## src/rtl/fa_vector_sequencer.sv

```systemverilog
// fa_vector_sequencer
// Exhaustive self-checking stimulus controller for a 1-bit full adder.
// A start request in IDLE launches a run. The run drives all eight
// {carry-in, B, A} combinations in binary order. Each vector is held for
// HOLD_CYCLES cycles. The adder's sum/carry are compared against the golden
// full-adder function on the last hold cycle of each vector.
//
// Ports:
//   clk            rising-edge clock
//   rst            synchronous active-high reset
//   start          launch a run (only honoured in IDLE)
//   abort          cancel the run in progress (only honoured while driving)
//   sum_in         sum output of the adder under test
//   cout_in        carry output of the adder under test
//   out1/out2/out3 adder A / B / carry-in (vector bits 0/1/2), registered
//   busy           high while vectors are being driven
//   done           one-cycle pulse when a run completes normally
//   pass           last completed run saw no mismatches
//   err_cnt        saturating count of mismatching vectors
//   first_fail     index {out3,out2,out1} of the first mismatching vector
//   first_fail_vld first_fail holds a valid index
module fa_vector_sequencer #(
  parameter int HOLD_CYCLES = 2,
  parameter int ERR_W       = 4
) (
  input  logic             clk,
  input  logic             rst,
  input  logic             start,
  input  logic             abort,
  input  logic             sum_in,
  input  logic             cout_in,
  output logic             out1,
  output logic             out2,
  output logic             out3,
  output logic             busy,
  output logic             done,
  output logic             pass,
  output logic [ERR_W-1:0] err_cnt,
  output logic [2:0]       first_fail,
  output logic             first_fail_vld
);

  localparam int HW = (HOLD_CYCLES > 1) ? $clog2(HOLD_CYCLES) : 1;

  typedef enum logic [1:0] {
    S_IDLE,
    S_DRIVE,
    S_DONE
  } state_t;

  state_t           r_state;
  logic [HW-1:0]    r_hold;
  logic [2:0]       r_vec;
  logic [2:0]       r_out;
  logic             r_busy;
  logic             r_done;
  logic             r_pass;
  logic [ERR_W-1:0] r_err;
  logic [2:0]       r_firstFail;
  logic             r_firstFailVld;

  logic             w_expSum;
  logic             w_expCout;
  logic             w_mismatch;
  logic             w_lastHold;
  logic [ERR_W-1:0] w_errNext;

  // Golden model is evaluated on the registered vector the adder is
  // actually seeing, so the comparison matches what was driven.
  always_comb begin
    w_expSum   = r_out[0] ^ r_out[1] ^ r_out[2];
    w_expCout  = (r_out[0] & r_out[1]) | (r_out[0] & r_out[2]) | (r_out[1] & r_out[2]);
    w_mismatch = (sum_in != w_expSum) || (cout_in != w_expCout);
    w_lastHold = (r_hold == HW'(HOLD_CYCLES - 1));
    // Saturate rather than wrap so a large failure count never reads as small.
    w_errNext  = r_err;
    if (w_mismatch && (r_err != {ERR_W{1'b1}})) begin
      w_errNext = r_err + ERR_W'(1);
    end
  end

  // Single sequencer FSM; every output is a register updated here.
  // abort is tested before the hold/check logic so a same-edge check is dropped.
  always_ff @(posedge clk) begin
    if (rst) begin
      r_state        <= S_IDLE;
      r_hold         <= '0;
      r_vec          <= '0;
      r_out          <= '0;
      r_busy         <= 1'b0;
      r_done         <= 1'b0;
      r_pass         <= 1'b0;
      r_err          <= '0;
      r_firstFail    <= '0;
      r_firstFailVld <= 1'b0;
    end else begin
      r_done <= 1'b0;
      case (r_state)
        S_IDLE: begin
          if (start) begin
            r_state        <= S_DRIVE;
            r_vec          <= '0;
            r_hold         <= '0;
            r_out          <= '0;
            r_busy         <= 1'b1;
            r_pass         <= 1'b0;
            r_err          <= '0;
            r_firstFail    <= '0;
            r_firstFailVld <= 1'b0;
          end
        end
        S_DRIVE: begin
          if (abort) begin
            r_state <= S_IDLE;
            r_busy  <= 1'b0;
            r_pass  <= 1'b0;
            r_out   <= '0;
            r_vec   <= '0;
            r_hold  <= '0;
          end else if (w_lastHold) begin
            r_err <= w_errNext;
            if (w_mismatch && !r_firstFailVld) begin
              r_firstFail    <= r_out;
              r_firstFailVld <= 1'b1;
            end
            r_hold <= '0;
            if (r_vec == 3'd7) begin
              // pass must include the check made on this same edge.
              r_state <= S_DONE;
              r_busy  <= 1'b0;
              r_done  <= 1'b1;
              r_pass  <= (w_errNext == '0);
              r_out   <= '0;
              r_vec   <= '0;
            end else begin
              r_vec <= r_vec + 3'd1;
              r_out <= r_vec + 3'd1;
            end
          end else begin
            r_hold <= r_hold + HW'(1);
          end
        end
        S_DONE: begin
          r_state <= S_IDLE;
        end
        default: begin
          r_state <= S_IDLE;
        end
      endcase
    end
  end

  assign out1           = r_out[0];
  assign out2           = r_out[1];
  assign out3           = r_out[2];
  assign busy           = r_busy;
  assign done           = r_done;
  assign pass           = r_pass;
  assign err_cnt        = r_err;
  assign first_fail     = r_firstFail;
  assign first_fail_vld = r_firstFailVld;

endmodule

```

## config.mk

```make
export PLATFORM = sky130hd
export DESIGN_NAME = fa_vector_sequencer
export DESIGN_NICKNAME = d
export VERILOG_FILES = /design/src/rtl/fa_vector_sequencer.sv
export SDC_FILE = /design/constraint.sdc
export NUM_CORES = 1
export LEC_CHECK = 0
export BUFFER_PORTS_ARGS = -buffer_cell sky130_fd_sc_hd__buf_2
export CORE_UTILIZATION = 43
export CTS_CLUSTER_SIZE = 20
export DETAILED_ROUTE_END_ITERATION = 12
export GPL_ROUTABILITY_DRIVEN = 0
export PLACE_DENSITY = 0.65
export SYNTH_ARGS = -nofsm -noshare
export SYNTH_HDL_FRONTEND = slang
export SYNTH_SLANG_ARGS = --single-unit
```

## constraint.sdc

```tcl
create_clock -name clk -period 2.5 [get_ports clk]
set_input_delay 0.25 -clock clk [delete_from_list [all_inputs] [get_ports clk]]
set_output_delay 0.25 -clock clk [all_outputs]
set_load 0.005 [all_outputs]
```

=== After elaboration in Yosys (flattened, before gate mapping) ===
Cells that the tools add are included.
Widths: inputs -> output; s select.

* Output and inout port bits: 14
* Register bits: 17
* Bits of input ports: 6
* Logic and storage cells: 83

* Add/subtract/negate cells: 3
* Equal/unequal tests: 11
* Muxes and demuxes: 37
* Bitwise logic cells: 9
* Reduce and logical (&&, ||, !) cells: 14

{| class="wikitable"
|+ Operator list
! operator !! count
|-
| $mux 3 || 7
|-
| $mux 4 || 4
|-
| $mux 1 || 14
|-
| $pmux 3 s2 || 2
|-
| $mux 2 || 4
|-
| $ne 2x2->1 const B || 4
|-
| $pmux 1 s2 || 4
|-
| $pmux 4 s2 || 1
|-
| $reduce_and 4->1 || 2
|-
| $ne 3x3->1 const B || 2
|-
| $reduce_and 3->1 || 2
|-
| $reduce_and 5->1 || 1
|-
| $add 4x1->4 const B || 1
|-
| $logic_not 4->1 || 1
|-
| $ne 4x4->1 const B || 1
|-
| $pmux 2 s2 || 1
|-
| $reduce_or 4->1 || 1
|-
| $add 3x1->3 const B || 1
|-
| $and 1x1->1 || 3
|-
| $eq 3x3->1 const B || 1
|-
| $eq 2x1->1 const B || 1
|-
| $logic_and 1x1->1 || 2
|-
| $logic_not 2->1 || 1
|-
| $ne 1x1->1 || 2
|-
| 8 further kinds || 11
|}

=== Depth between registers and ports, before layout ===
* Depth after elaboration: 12
* Depth in mapped cells: 6
* Depth with buffers taken out: 6

=== Least setup slack after synthesis ===
OpenSTA, ideal clock, no wires.

* Path type: register to register
* From: register r_out[0]
* To: register r_pass (netlist: pass)
* Arrival: 1.954 ns
* Buffers on the path: 0
* Library setup time: 0.096 ns
* Required time: 2.404 ns
* Clock period less this slack: 2.050 ns
* Setup slack: 0.450 ns
* Stages on the path, launching flop included: 7
* Cell sequence: dfxtp_1 > inv_1 > fa_1 > xor2_1 > a21bo_2 > mux2_2 > o41ai_2

* Cells in the longest elaborated chain, start to end: 12
* Elaborated cells on any way between the ends: 19
* Classes of those cells: 4 x eq/ne; 5 x mux; 6 x bitwise; 4 x reduce/logical

{| class="wikitable"
|+ RTL lines
! element !! RTL line !! text
|-
| start, declared || 54 || <nowiki>logic [2:0] r_out;</nowiki>
|-
| start signal, assigned || 137 || <nowiki>r_out <= r_vec + 3'd1;</nowiki>
|-
| $and 1x1->1 || 72 || <nowiki>w_expCout = (r_out[0] & r_out[1]) | (r_out[0] & r_out[2]) | (r_out[1] & r_out[2]);</nowiki>
|-
| $or 1x1->1 (2 in a row) || 72 ||
|-
| $ne 1x1->1 || 73 || <nowiki>w_mismatch = (sum_in != w_expSum) || (cout_in != w_expCout);</nowiki>
|-
| $logic_or 1x1->1 || 73 ||
|-
| $logic_and 1x1->1 || 77 || <nowiki>if (w_mismatch && (r_err != {ERR_W{1'b1}})) begin</nowiki>
|-
| $mux 4 || 77 ||
|-
| $logic_not 4->1 || 132 || <nowiki>r_pass <= (w_errNext == '0);</nowiki>
|-
| $mux 1 || 127 || <nowiki>if (r_vec == 3'd7) begin</nowiki>
|-
| $mux 1 || 120 || <nowiki>end else if (w_lastHold) begin</nowiki>
|-
| $mux 1 || 113 || <nowiki>if (abort) begin</nowiki>
|-
| $pmux 1 s2 || 98 || <nowiki>case (r_state)</nowiki>
|-
| end signal, assigned || 132 ||
|-
| end, declared || 57 || <nowiki>logic r_pass;</nowiki>
|}

Parallel ways exist; a longest one is shown, timed or not. The select of a mux whose other input is x is not followed.
A chain may end at the register's enable or synchronous reset.

=== Final worst setup path ===
Ends and elaborated chain as after synthesis.

==> flow_summary.ini <==
[status]
status = finished, final reports clean

[finish]
regArea_um2 = 340
fin_cells = 151
area_delta_synth_final_pct = 15.7
num-fill-cells = 191
drive_gt1_share_pct = 25.0
multi_input_area_um2 = 567
layout_common_cells = buf_2, dfxtp_1, a21oi_1
mostFrequentLayoutCell = buf_2
final_nets = 135
antennaDiodeCount = 0

[die]
start_util_pct = 47.0
floorplan.die_area_um2 = 2380
ios = 20
die_h_um = 48.8
rows = 16
core_area_um2 = 2000
die_x_um = 48.8

[yosys]
syn-num-nets = 113
synth_area_um2 = 941
syn_inst = 103
synth-seq-cells = 17
synth.area.top_cells = dfxtp_1, mux2i_1, nand2b_1
yosys_warnings = 0
synth_top_area_share_pct = 36.2
yosys.area.top_type = dfxtp_1
syn_avg_cell_area_um2 = 9.13
synth_seq_area_share_pct = 36.2
ys_types = 34

[global_route]
grt_pass1_wl_um = 3330
track_usage_pct = 17.9
grt-ovfl-total = 0
grt_pass1_vias = 781
antenna_found_initial = 0
grt_max_degree = 22

[setup_path]
r2r_end = pass
end_kind = register
cp_max_fo = 5
cp.arrival_ns = 2.37
rr_worst_depth = 6
r2r_setup_slack_ns = 0.34
r2r-start = r_out[0]
cp_data_required_time_ns = 2.71
critPathKind = register to register
start_kind = register

[placed_design]
dp_slack_ns = 0.356
dpl.cell_count = 147
dp_hpwl_um = 1370
portBuffers = 19

[sta]
slew_headroom_pct = 75.3
max_freq_mhz = 463
fin_ws_ns = 0.338
rsz0062_at_grt = false
report.final.slew_viol_count = 0
min_period_over_period_pct = 86.5
fin_skew_ns = 0.00252
setup-tns-final_ns = 0
finalSetupViolations = 0
worst_slew_pin_slew_ns = 0.360
min_period_ns = 2.16
hold_viol = 0

[clock_network]
htreeDepth = 1
post-cts-setup-buffers = 0
clock_latency_ns = 0.29
clk_pin_slew_ns = 0.10
clk_path_buf_depth = 2
postCtsHoldBufs = 0
cts-buffers-inserted = 3
cts.sinks = 17
cts_root_buffer = clkbuf_4
cts_tree = yes
cts_resized = 0

[detailed_routing]
vias = 809
wl_um = 1870
routedWlPerCell_um = 12.4
dr.pass1.iters = 4
drc = 0
ant_nets = 0
post_drt_via_cell_ratio = 5.36
drtIter0Drc = 19

[power]
ir_drop_mv = 0.422
power_density_nw_per_um2 = 442
p_total_uw = 481
p_leak_nw = 0.459

[min_path]
whs_endpoint = r_state[0]
hp-class = primary input to register
whs_path_depth = 3
min-delay-start = start

[job]
cap_violations = 0
cells by family after synthesis:
logic type,after synthesis,share of synthesized area [%]
adders and majority gates,4,6.12
buffers and inverters,9,3.59
muxes,6,6.52
xor gates and xnor gates,2,1.86
DFF,17,36.2
AOI/OAI and AO/OA,29,21.5
and+or+nand+nor,36,24.2
worst max-delay path: stages, from the launching register on:
cell,delay [ns]
dfxtp_1,0.40
inv_1,0.09
fa_1,0.55
xor2_1,0.30
a21bo_2,0.22
mux2_2,0.34
o41ai_2,0.18
per-stage QoR:
stage	hold WS, ns	area [µm²]	util, %
6_report	0.303	1090	54.4
5_1_grt	0.317	1090	54.4
4_1_cts	0.285	1090	54.4
3_5_place_dp	0.460	1060	53.1
3_3_place_gp	0.458	1060	53.1
2_1_floorplan	0.433	941	-
layout make-up:
| cell class | count | area share, % |
|---|---|---|
| Tap cell | 27 | 3.10 |
| Multi-Input combinational cell | 77 | 52.1 |
| Timing Repair Buffer | 19 | 8.74 |
| Clock buffer | 4 | 2.41 |
| Inverter | 7 | 2.41 |
| Sequential cell | 17 | 31.3 |
power breakdown:
| group | internal [mW] | leakage, nW | switching, mW | total [mW] |
|---|---|---|---|---|
| Clock | 0.0621 | 0.0150 | 0.0866 | 0.149 |
| Sequential | 0.275 | 0.138 | 0.00482 | 0.280 |
| Combinational | 0.0224 | 0.307 | 0.0304 | 0.0528 |
| Total | 0.359 | 0.459 | 0.122 | 0.481 |
flip-flops by register name, summed over array words and instances, names as in the netlist, 2 cells and up:
name	flops
r_out	3
r_state	2
err_cnt	4
first_fail	3
cells in the mapped netlist:
| library cell | number |
|---|---|
| a2111oi_0 | 1 |
| a211oi_1 | 3 |
| a21bo_2 | 2 |
| a21oi_1 | 8 |
| a21oi_2 | 1 |
| a22oi_1 | 1 |
| a32oi_1 | 1 |
| and2b_1 | 1 |
| clkbuf_1 | 2 |
| dfxtp_1 | 17 |
| fa_1 | 1 |
| ha_1 | 3 |
| inv_1 | 7 |
| mux2_2 | 1 |
| mux2i_1 | 5 |
| nand2_1 | 4 |
| nand2b_1 | 7 |
| nand2b_4 | 1 |
| nand3_1 | 3 |
| nand3b_1 | 2 |
| nand3b_2 | 1 |
| nand4b_1 | 1 |
| nor2_1 | 6 |
| nor2b_1 | 3 |
| nor3_1 | 2 |
| nor3b_4 | 1 |
| nor4b_1 | 1 |
| o21a_1 | 3 |
| o21ai_0 | 6 |
| o21ba_2 | 1 |
| o21bai_1 | 1 |
| o41ai_2 | 1 |
| or3_1 | 3 |
| xor2_1 | 2 |
worst max-delay path by stage:
| stage | start | endpoint | slack (ns) | depth (start not counted) |
|---|---|---|---|---|
| after floorplan | r_out[0] | pass | 0.45 | 6 |
| after global placement | r_out[0] | pass | 0.41 | 6 |
| after detailed placement | r_out[0] | pass | 0.36 | 6 |
| after CTS | r_out[0] | pass | 0.33 | 6 |
| after global routing | r_out[0] | pass | 0.20 | 6 |
| final | r_out[0] | pass | 0.34 | 6 |
metal layers:
layer / vias to the layer above / wire length, µm / track usage (%)
met2: 20 / 887 / 30.3
met1: 379 / 886 / 21.5
met4: 0 / 0 / 3.92
met3: 0 / 92 / 6.54
met5: - / 0 / 0
li1: 410 / - / -
Power figures use the tool's default switching activity.
